<file path="src/rtl/csa_iter_reducer.sv">
// Iterative multi-operand adder: one 3:2 carry-save compressor folds in one operand per cycle,
// and a single carry-propagate add resolves the redundant total when the job ends.
module csa_iter_reducer #(
  parameter int WIDTH = 10,
  parameter int CNT_W = 4
) (
  input  logic             clock,
  input  logic             reset,
  input  logic             io_flush,
  input  logic             io_start_valid,
  output logic             io_start_ready,
  input  logic [CNT_W-1:0] io_start_bits_count,
  input  logic             io_op_valid,
  output logic             io_op_ready,
  input  logic [WIDTH-1:0] io_op_bits,
  output logic             io_out_valid,
  input  logic             io_out_ready,
  output logic [WIDTH-1:0] io_out_bits,
  output logic             io_busy
);

  typedef enum logic [1:0] {
    IDLE    = 2'd0,
    ACCUM   = 2'd1,
    RESOLVE = 2'd2,
    DONE    = 2'd3
  } state_t;

  state_t           r_state;
  state_t           w_stateNext;
  logic [WIDTH-1:0] r_sum;
  logic [WIDTH-1:0] r_carry;
  logic [CNT_W-1:0] r_remaining;
  logic [WIDTH-1:0] r_result;

  logic [WIDTH-1:0] w_carryShift;
  logic [WIDTH-1:0] w_out0;
  logic [WIDTH-1:0] w_out1;
  logic             w_startFire;
  logic             w_opFire;
  logic             w_outFire;

  // Carry word is stored unshifted; its weight shift (dropping the MSB) happens on use.
  assign w_carryShift = r_carry << 1;
  assign w_out0       = r_sum ^ w_carryShift ^ io_op_bits;
  assign w_out1       = (r_sum & w_carryShift) | (r_sum & io_op_bits) | (w_carryShift & io_op_bits);

  assign io_start_ready = (r_state == IDLE)  && !io_flush;
  assign io_op_ready    = (r_state == ACCUM) && !io_flush;
  assign io_out_valid   = (r_state == DONE)  && !io_flush;
  assign io_out_bits    = r_result;
  assign io_busy        = (r_state != IDLE);

  assign w_startFire = io_start_ready && io_start_valid;
  assign w_opFire    = io_op_ready && io_op_valid;
  assign w_outFire   = io_out_valid && io_out_ready;

  always_comb begin
    w_stateNext = r_state;
    if (io_flush) begin
      w_stateNext = IDLE;
    end else begin
      case (r_state)
        IDLE:    if (w_startFire) w_stateNext = (io_start_bits_count == '0) ? DONE : ACCUM;
        ACCUM:   if (w_opFire && (r_remaining == CNT_W'(1))) w_stateNext = RESOLVE;
        RESOLVE: w_stateNext = DONE;
        DONE:    if (w_outFire) w_stateNext = IDLE;
        default: w_stateNext = IDLE;
      endcase
    end
  end

  always_ff @(posedge clock or posedge reset) begin
    if (reset) begin
      r_state <= IDLE;
    end else begin
      r_state <= w_stateNext;
    end
  end

  always_ff @(posedge clock or posedge reset) begin
    if (reset) begin
      r_sum       <= '0;
      r_carry     <= '0;
      r_remaining <= '0;
      r_result    <= '0;
    end else if (io_flush) begin
      r_sum       <= '0;
      r_carry     <= '0;
      r_remaining <= '0;
      r_result    <= '0;
    end else begin
      case (r_state)
        IDLE: begin
          if (w_startFire) begin
            if (io_start_bits_count == '0) begin
              r_result <= '0;
            end else begin
              r_sum       <= '0;
              r_carry     <= '0;
              r_remaining <= io_start_bits_count;
            end
          end
        end
        ACCUM: begin
          if (w_opFire) begin
            r_sum       <= w_out0;
            r_carry     <= w_out1;
            r_remaining <= r_remaining - CNT_W'(1);
          end
        end
        RESOLVE: r_result <= r_sum + w_carryShift;
        default: ;
      endcase
    end
  end

endmodule

</file>
<file path="config.mk">
export PLATFORM = sky130hd
export DESIGN_NAME = csa_iter_reducer
export DESIGN_NICKNAME = d
export VERILOG_FILES = /design/src/rtl/csa_iter_reducer.sv
export SDC_FILE = /design/constraint.sdc
export NUM_CORES = 1
export LEC_CHECK = 0
export ABC_AREA = 1
export BUFFER_PORTS_ARGS = -buffer_cell sky130_fd_sc_hd__buf_2
export CAP_MARGIN = 5
export CORE_MARGIN = 1.5
export CORE_UTILIZATION = 57
export DETAILED_ROUTE_END_ITERATION = 6
export PLACE_DENSITY = 0.81
export SLEW_MARGIN = 10
export SYNTH_ARGS = -nofsm -noshare
export SYNTH_HDL_FRONTEND = slang
export SYNTH_SLANG_ARGS = --single-unit
</file>
<file path="constraint.sdc">
create_clock -name clock -period 1.9 [get_ports clock]
set_input_delay 0.285 -clock clock [delete_from_list [all_inputs] [get_ports clock]]
set_output_delay 0.285 -clock clock [all_outputs]
set_load 0.005 [all_outputs]
</file>
==> results.md, run 1 <==
* CTS buffer count at 5
* Max Fanout on Critical Path at 11
* Least-Margin Pin Slew at 0.435 ns
* Share of layout cells above drive strength 1 at 0.189
* DR vias at 1856
* Final Non-Filler Cells at 371
* Hold Path Class: in -> async
* Buffers & Inverters on Critical Path at 4
* PortBufs at 33
* Synth warn at 0
* Vias in the first global route at 1648
* Routed len/inst at 12.1 µm
* Pins Over Slew Limit at 0
* Antenna cells at 0
* Crit-path slowest cell: dfrtp_1
* Synthesized area at 2240 µm²
* Critical Path Start Type: flop
* I/O pins at 34
* Crit-path leading delay family: buffers and inverters
* Starting DRT DRC Count at 91
* Most common cell on crit path: inv_2
* Tmin final at 1.75 ns
* DR pass1 iterations at 4
* H-tree depth at 2
* Clk Latency, worst-skew pair at 0.28 ns
* Antenna Violating Nets Remaining at 0
* Worst setup EP type: primary output
* Synth Register Bits at 35
* Starting Density at 0.603
* Sequential share of the synthesized area at 0.391
* Final net count at 367
* Max clock buf depth at 2
* Max Clk Rate at 570 MHz
* RD Place Congestion at 0.860
* Max Cap Viol at 0
* # hold bufs at CTS at 0
* Yosys cell types at 26
* Data required, critical path at 1.62 ns
* Synthesized instance count at 279
* Outcome: finished clean
* CP cell instances: inv_2 > ha_2 > inv_2 > nor2_4 > buf_6 > buf_2
* Crit path launch: r_state[1]
* First-pass GRT wire length at 7400 µm
* Final Setup Violations at 0
* Root buf cell: clkbuf_8
* Drc violations at 0
* # clock sinks at 35
* Leakage at 0.00153 µW
* Dpl ws at 0.173 ns
* Syn Nets at 324
* Worst-path clk slew at 0.07 ns
* Crit share post-route at 0.923
* Chip Width at 65.7 µm
* PnR worst setup slack at 0.146 ns
* Fill cells at 311
* Largest net degree at the start of global routing at 36
* Routed wire length at 4470 µm
* Final hold vios at 0
* Arrival @ worst endpoint at 1.47 ns
* Critical path class: reg -> out
* Global Route Usage Sum at 0.227
* Initial antenna violation count at 0
* Gr ovfl total at 0
* Worst r2r src: r_state[0]
* Clk_skew at 0.00455 ns
* TritonCTS clock tree: done
* Avg Vias per Cell at 5.00
* Mean post-synth cell area at 8.04 µm²
* CP max stage delay at 0.41 ns
* Dpl hpwl at 3270 µm
* Die area at 4320 µm²
* Core outline area at 3720 µm²
* Pwr Density at 1070 nW/µm²
* Rel. slew slack at 0.710
* Placed insts at 360
* Synthesis-to-finish area growth at 16.1%
* Die Span Y at 65.7 µm
* Num rows at 22
* Peak supply drop at 0.694 mV
## per-layer routing
layer | share of wire | global-route usage
met5 | 0 | 0
met1 | 0.50 | 0.320
met4 | 0.011 | 0.0599
met2 | 0.45 | 0.338
met3 | 0.040 | 0.0719
## cells in the final DEF (no fill, tap or decap), drive strengths merged
master	instances
nor2	14
xnor2	4
clkbuf	8
nand2	99
a21oi	5
buf	41
nand3b	2
xor2	1
nand3	40
or2	1
o21ai	14
ha	16
nand4	1
inv	33
dfrtp	35
fa	9
## worst register-to-register path: cells and delay by family (launching register included)
kind                     cells  cell delay [ns]
adder cells (fa/ha/maj)      1             0.20
buffers and inverters        3             0.42
flip-flops                   1             0.39
AND/OR/NAND/NOR              6             0.69
## cells in the mapped netlist
cell	count	area share
o21ai_1	4	0.0089
nand2_1	98	0.16
inv_4	1	0.0028
clkbuf_1	1	0.0017
nand3_1	39	0.087
buf_6	1	0.0050
buf_4	2	0.0067
inv_1	29	0.049
a21oi_1	5	0.011
buf_2	1	0.0022
nand3b_1	2	0.0067
nor2_4	1	0.0050
nand3_2	1	0.0045
xnor2_1	4	0.016
dfrtp_1	35	0.39
nand4_1	1	0.0028
or2_2	1	0.0028
nor2_1	11	0.018
nor2_2	1	0.0028
ha_1	16	0.089
nand2_2	1	0.0028
fa_1	9	0.080
nor2_8	1	0.0089
inv_2	3	0.0050
xor2_1	1	0.0039
o21ai_0	10	0.022
## sequential cells by signal (all words and copies together) (netlist names)
| signal | flops |
|---|---|
| io_out_bits | 10 |
| r_carry | 9 |
| r_remaining | 4 |
| r_state | 2 |
| r_sum | 10 |
## power breakdown
group	internal (µW)	switching [µW]
Combinational	456	740
Sequential	874	133
Clock	331	259
## cell families (layout without fill, tap and decap cells)
family                   count (synthesis)  in the layout  synth area share
AND/OR/NAND/NOR                        157            157             0.306
buffers and inverters                   38             82            0.0720
flip-flops                              35             35             0.391
adder cells (fa/ha/maj)                 25             25             0.170
AO/OA/AOI/OAI                           19             19            0.0424
XOR/XNOR                                 5              5            0.0195
## per-stage QoR
step | hold WS [ns] | area (µm²) | setup TNS, ns | total power (µW) | utilization
floorplan | 0.439 | 2240 | 0 | 1850 | -
global placement | 0.401 | 2470 | 0 | 2110 | 0.665
detailed placement | 0.407 | 2470 | 0 | 2130 | 0.665
CTS | 0.0983 | 2570 | 0 | 2740 | 0.693
global route | 0.134 | 2600 | -0.0000735 | 3020 | 0.701
finish | 0.0851 | 2600 | 0 | 2790 | 0.701
## worst paths after layout
| check | endpoint | slack [ns] | cells past startpoint |
|---|---|---|---|
| setup / recovery | io_op_ready | 0.15 | 6 |
| hold / removal | r_state[0] | 0.09 | 3 |
| setup reg to reg | r_carry[8] | 0.15 | 10 |
| hold reg to reg | io_out_bits[7] | 0.47 | 2 |
| max in group asynchronous | r_carry[6] | 1.50 | 3 |
| min in group clock | r_remaining[3] | 0.34 | 5 |
## layout make-up
type / instances / area (µm²) / area share
sequential: 35 / 876 / 0.336
timing repair buffer: 41 / 226 / 0.0870
clock buffer: 8 / 100 / 0.0384
multi-input combinational: 206 / 1210 / 0.467
tap: 48 / 60.1 / 0.0231
inverter: 33 / 126 / 0.0485
## repair_timing
action	in CTS	in global routing
resized for setup	1	4
gates cloned	0	1
buffers inserted	0	2
pin swaps	0	1
setup endpoints to repair	1	7
(Power assumes the default switching activity.)
==> run 2: changes to the inputs <==
--- a/config.mk
+++ b/config.mk
@@ -5,7 +5,7 @@
 export SDC_FILE = /design/constraint.sdc
 export NUM_CORES = 1
 export LEC_CHECK = 0
-export ABC_AREA = 1
+export ABC_AREA = 0
 export BUFFER_PORTS_ARGS = -buffer_cell sky130_fd_sc_hd__buf_2
 export CAP_MARGIN = 5
 export CORE_MARGIN = 1.5
==> run 2 against run 1 <==
Total power down 1.1%. Register-to-register slack lost 0.12 ns. Worst hold slack worse by 0.0079 ns. Die area down 2.1%. Largest cell class unchanged.
==> results.md, run 2 <==
* Post-Synth Simple-Gate Area at 0.179 (-0.127)
* CTS buffer count at 5 (unchanged)
* Synth warn at 0 (unchanged)
* DR pass1 iterations at 4 (unchanged)
* Tmin final at 1.87 ns (+0.116 ns)
* Largest net degree at the start of global routing at 36 (unchanged)
* Synthesis-to-finish area growth at 20.8%
* Clk_skew at 0.00446 ns (-0.0000864 ns)
* Mean post-synth cell area at 9.50 µm² (+18%)
* Synth Register Bits at 35 (unchanged)
* Commonest cells in the netlist: 55 x nand2_1, 35 x dfrtp_1, 29 x o21ai_0
* Max Cap Viol at 0 (unchanged)
* Sequential share of the synthesized area at 0.399 (+0.00869)
* Crit path depth at 6 (unchanged)
* Die Span Y at 65.0 µm (-1.0%)
* Placed cell area at 2470 µm² (-0.15%)
* Dpl hpwl at 3400 µm (+4.2%)
* Chip Width at 65.0 µm (-1.0%)
* Starting DRT DRC Count at 137 (+51%)
* # clock sinks at 35 (unchanged)
* Hold Path Class: in -> async
* Drc violations at 0 (unchanged)
* PortBufs at 33 (unchanged)
* I/O pins at 34 (unchanged)
* Pwr Density at 1040 nW/µm² (-2.8%)
* Buffers & Inverters on Critical Path at 0 (-4)
* Largest family of logic cells by synthesized area: simple AND/OR/NAND/NOR gates
* Global Route Usage Sum at 0.255 (+0.0284)
* Share of layout cells above drive strength 1 at 0.245 (+0.0557)
* Max clock buf depth at 2 (unchanged)
* Max Clk Rate at 535 MHz (-6.2%)
* Crit-path leading delay family: adder cells
* RD Place Congestion at 0.802 (-6.8%)
* H-tree depth at 2 (unchanged)
* Antenna cells at 0 (unchanged)
* Peak supply drop at 0.830 mV (+20%)
* Crit-path slowest cell: dfrtp_1
* R2R Setup Slk at 0.03 ns (-0.12 ns)
* Worst setup EP type: flop
* Final Setup Violations at 0 (unchanged)
* Synthesized area at 2190 µm² (-2.2%)
* Most frequent cells in the layout: 55 x nand2_1, 35 x dfrtp_1, 34 x buf_2
* DR vias at 1824 (-1.7%)
* Synth Area in Compound Gates at 0.168 (+0.125)
* Top post-synthesis cells by area: dfrtp_1 40%, nand2_1 9.4%, ha_1 9.1%
* FFs w/ async S/R, synth at 1.00 (unchanged)
* Main synth FF type: dfrtp_1
* Routed wire length at 4880 µm (+9.2%)
* Critical path class: reg -> reg
* CP max stage delay at 0.42 ns (about the same)
* Gr ovfl total at 0 (unchanged)
* Share of the synthesized area in the top cell type at 0.399 (+0.00869)
* TritonCTS clock tree: done
* Worst-path clk slew at 0.07 ns (about the same)
* Syn Nets at 276 (-15%)
* Starting Density at 0.595 (-0.00873)
* Core outline area at 3690 µm² (-0.74%)
* Commonest non-fill, non-tap cell in the layout: nand2_1
* CP cell instances: ha_4 > fa_2 > nand3_1 > a21oi_1 > or3_1 > a32o_1
* Vias in the first global route at 1730 (+5.0%)
* Reg2Reg Depth at 6 (-4)
* Synthesized instance count at 231 (-17%)
* Post-synthesis mux area share at 0.0188 (+0.0188)
* Root buf cell: clkbuf_8
* Die area at 4230 µm² (-2.1%)
* Pwr Total at 2760 µW (-1.1%)
* Rel. slew slack at 0.707 (-0.00286)
* Final hold vios at 0 (unchanged)
* Antenna Violating Nets Remaining at 0 (unchanged)
* Pins Over Slew Limit at 0 (unchanged)
* Num rows at 22 (unchanged)
* Count leader, synth: nand2_1
* Clk Latency, worst-skew pair at 0.29 ns (about the same)
* Initial antenna violation count at 0 (unchanged)
* Yosys top cell by area: dfrtp_1
* Crit share post-route at 0.985 (+0.0613)
* Post-synth EDFFs at 0 (unchanged)
* Final Cell Area at 2650 µm² (+1.8%)
* Critical Path Start Type: flop
* First-pass GRT wire length at 8140 µm (+10%)
* Max Fanout on Critical Path at 2 (-9)
* Leakage at 0.00129 µW (-16%)
* Routed len/inst at 15.0 µm (+24%)
* Data required, critical path at 2.08 ns (+0.46 ns)
* Adder-cell share of the synthesized area at 0.173 (+0.00377)
* Arrival @ worst endpoint at 2.05 ns (+0.58 ns)
* Avg Vias per Cell at 5.60 (+12%)
* Final net count at 322 (-12%)
* Yosys cell types at 44 (+69%)
* Outcome: finished clean
* Post-Synth XOR/XNOR Area at 0.0200 (+0.000435)
* # hold bufs at CTS at 0 (unchanged)
* Least-Margin Pin Slew at 0.439 ns (+0.00429 ns)
run 2: changes by cell type after synthesis, sizes merged, moves of 3 or more:
cell | previous run | this run
nand2b | 0 | 3
clkbuf | 1 | 5
nand3 | 40 | 2
nor2b | 0 | 6
nand2 | 99 | 55
mux2i | 0 | 3
o21ai | 14 | 31
o31ai | 0 | 7
nor2 | 14 | 1
inv | 33 | 11
run 2: where the power goes:
part | switching, µW | total, µW | internal (µW)
clock network | 275 | 700 | 424
registers | 139 | 1000 | 861
logic | 577 | 1060 | 486
total | 992 | 2760 | 1770
run 2: metal layers:
metal,share of wire,global-route usage
met3,0.048,0.0642
met1,0.42,0.327
met4,0.029,0.0859
met2,0.50,0.424
met5,0,0
run 2: worst paths after layout:
path                                start             end
setup / recovery                 r_sum[1]  io_out_bits[7]
hold / removal                      reset  io_out_bits[0]
setup reg to reg                 r_sum[1]  io_out_bits[7]
hold reg to reg            io_out_bits[6]  io_out_bits[6]
max in group asynchronous           reset        r_sum[9]
min in group clock          io_op_bits[9]        r_sum[9]
run 2: repair_timing:
action | 4_1_cts | 5_1_grt
cloned | 1 | 0
setup buffers | 0 | 2
endpoints found under the setup margin | 3 | 22
pin swaps | 0 | 1
resized for setup | 5 | 7
run 2: stage by stage:
step | utilization | setup slack (ns) | setup TNS [ns] | hold WS, ns | cells
floorplan | - | 0.00206 | 0 | 0.439 | 231
global placement | 0.669 | 0.0450 | 0 | 0.405 | 315
detailed placement | 0.669 | -0.00841 | -0.0161 | 0.404 | 315
finish | 0.718 | 0.0293 | 0 | 0.0772 | 326
CTS | 0.706 | 0.0104 | 0 | 0.0925 | 324
global route | 0.718 | -0.0443 | -0.0443 | 0.119 | 326
run 2: cells by family (layout without fill, tap and decap cells):
family          count (synthesis)  in the layout
compound gates                 60             60
xor+xnor                        5              5
fa+ha+maj                      25             25
buf+inv                        21             68
flops                          35             35
mux                             4              4
simple gates                   81             81
run 2: layout make-up:
cell class,count,area (µm²)
Tap cell,48,60.1
Sequential cell,35,876
Fill cell,279,1040
Timing Repair Buffer,49,287
Clock inverter,2,35.0
Multi-Input combinational cell,175,1270
Clock buffer,6,82.6
Inverter,11,41.3
run 2: tightest hold or removal path: stages:
cell   delay [ns]
buf_2        0.09
inv_1        0.04
buf_4        0.38
==> run 3: changes to the inputs <==
--- a/config.mk
+++ b/config.mk
@@ -12,6 +12,7 @@
 export CORE_UTILIZATION = 57
 export DETAILED_ROUTE_END_ITERATION = 6
 export PLACE_DENSITY = 0.81
+export SETUP_SLACK_MARGIN = 0.15
 export SLEW_MARGIN = 10
 export SYNTH_ARGS = -nofsm -noshare
 export SYNTH_HDL_FRONTEND = slang
==> run 3 against run 2 <==
Flip-flop and latch count did not move. Wire length increased by 8.4%. Maximum frequency is 6.2% higher. Via count increased by 3.8%. First-iteration DRC count up 12%. Combinational power is 20% higher. Sequential power about the same. Final cell count is 1.8% higher. Clock-buffer cell count increased by 1. Design area rose by 4.5%. Non-clock buffer count grew 6.
==> results.md, run 3 (synthesis results as in run 2) <==
* Leakage at 0.00130 µW (+1.1%)
* First-pass GRT wire length at 7880 µm (-3.1%)
* Reg area at 878 µm² (+0.29%)
* Starting DRT DRC Count at 153 (+12%)
* Routed len/inst at 15.9 µm (+6.4%)
* Final Util at 0.751 (+0.0326)
* Routed wire length at 5290 µm (+8.4%)
* H-tree depth at 2 (unchanged)
* Data required, critical path at 2.07 ns (about the same)
* DR vias at 1894 (+3.8%)
* Die area at 4230 µm² (unchanged)
* Final hold vios at 0 (unchanged)
* Vias in the first global route at 1730 (unchanged)
* Critical Path Start Type: flop
* Most frequent cells in the layout: 55 x nand2_1, 34 x buf_2, 33 x dfrtp_1
* PortBufs at 33 (unchanged)
* Pwr Density at 1010 nW/µm² (-2.8%)
* Worst slack on hold paths at 0.0943 ns (+0.0171 ns)
* Multi-input gate area at 1370 µm² (+7.7%)
* Starting Density at 0.595 (unchanged)
* Peak supply drop at 0.628 mV (-24%)
* DR pass1 iterations at 4 (unchanged)
* Global Route Usage Sum at 0.250 (-0.00569)
* Root buf cell: clkbuf_8
* Antenna Violating Nets Remaining at 0 (unchanged)
* Antenna cells at 0 (unchanged)
* Clk_skew at 0.00629 ns (+0.00183 ns)
* CP Capture Point: io_out_bits[7]
* Core outline area at 3690 µm² (unchanged)
* Die Span Y at 65.0 µm (unchanged)
* Chip Width at 65.0 µm (unchanged)
* Final net count at 328 (+1.9%)
* Hold Path Class: in -> async
* Initial antenna violation count at 0 (unchanged)
* Reg2Reg Depth at 6 (unchanged)
* Worst setup EP type: flop
* Max Cap Viol at 0 (unchanged)
* RD Place Congestion at 0.793 (-1.1%)
* Crit share post-route at 0.927 (-0.0576)
* Num rows at 22 (unchanged)
* Max clock buf depth at 2 (unchanged)
* R2R Setup Slk at 0.14 ns (+0.11 ns)
* Rel. slew slack at 0.705 (-0.00154)
* Share of layout cells above drive strength 1 at 0.306 (+0.0617)
* Pins Over Slew Limit at 0 (unchanged)
* TritonCTS clock tree: done
* Max Fanout on Critical Path at 3 (+1)
* CTS buffer count at 5 (unchanged)
* Pwr Total at 2810 µW (+1.6%)
* Clk Latency, worst-skew pair at 0.29 ns (about the same)
* Worst-path clk slew at 0.07 ns (about the same)
* Drc violations at 0 (unchanged)
* Outcome: finished clean
* Commonest non-fill, non-tap cell in the layout: nand2_1
* # clock sinks at 35 (unchanged)
* Worst r2r src: r_sum[1]
* Dpl ws at -0.00364 ns (+0.00477 ns)
* Synthesis-to-finish area growth at 26.3%
* R2r endpoint: io_out_bits[7]
* Placed insts at 308 (-2.2%)
* Crit path launch: r_sum[1]
* Gr ovfl total at 0 (unchanged)
* Arrival @ worst endpoint at 1.94 ns (-0.11 ns)
* I/O pins at 34 (unchanged)
* Dpl hpwl at 3290 µm (-3.5%)
* # hold bufs at CTS at 0 (unchanged)
* RSZ-0062 raised after global routing: true
* Avg Vias per Cell at 5.70 (+2.0%)
* Final Setup Violations at 0 (unchanged)
* Max Clk Rate at 568 MHz (+6.2%)
* Largest net degree at the start of global routing at 36 (unchanged)
* Fill cells at 244 (-13%)
* Tmin final at 1.76 ns (-0.109 ns)
* PnR worst setup slack at 0.139 ns (+0.109 ns)
* Critical path class: reg -> reg
* Least-Margin Pin Slew at 0.442 ns (+0.00231 ns)
* Final Non-Filler Cells at 332 (+1.8%)
==> run 3: cell count changes in the layout (fill, tap and decap cells not counted), moves of 3 or more <==
cell     delta
ha_4        +5
o31ai_1     -3
o21ai_0     -4
o21ai_1     +3
ha_1        -5
o31ai_2     +3
buf_4       +4
==> run 3: layer usage <==
metal / up-vias / GRT usage / routed length, µm
li1: 909 / - / -
met1: 921 / 0.332 / 2280
met2: 54 / 0.403 / 2670
met3: 10 / 0.0503 / 240
met4: 0 / 0.0990 / 99
met5: - / 0 / 0
==> run 3: metrics by stage <==
stage | setup TNS [ns] | instance area (µm²)
detailed placement | -0.00364 | 2440
finish | 0 | 2770
global route | 0 | 2770
global placement | 0 | 2440
CTS | 0 | 2600
floorplan | 0 | 2220
==> run 3: area by class of cell <==
class | count | area share
multi-input cells | 175 | 0.493
flip-flops and latches | 35 | 0.317
repair buffers | 55 | 0.124
clock buffers | 7 | 0.0276
well taps | 48 | 0.0217
inverters | 11 | 0.0149
clock inverters | 1 | 0.00181
==> run 3: worst min-delay path by stage <==
| stage | startpoint | endpoint |
|---|---|---|
| finish | reset | r_sum[5] |
| detailed placement | reset | r_state[1] |
| floorplan | reset | io_out_bits[0] |
| global placement | reset | r_state[1] |
| CTS | reset | io_out_bits[4] |
| global route | reset | io_out_bits[0] |
==> run 3: report_power, final <==
part | switching [µW] | leakage, µW | total (µW) | internal [µW]
Sequential | 160 | 0.000477 | 1020 | 864
Clock | 251 | 0.0000422 | 507 | 257
Combinational | 647 | 0.000785 | 1270 | 627
Total | 1060 | 0.00130 | 2810 | 1750
==> run 3: repair_timing <==
item / CTS / global route
pin swaps: 1 / 4
cloned: 1 / 0
setup buffers: 5 / 10
endpoints found under the setup margin: 26 / 23
resized for setup: 10 / 21
==> run 3: worst max-delay path, stage by stage (launching register included) <==
cell     delay, ns
dfrtp_1       0.40
ha_2          0.22
fa_2          0.35
nand3_2       0.09
a21oi_1       0.07
or3_1         0.30
a32o_1        0.22
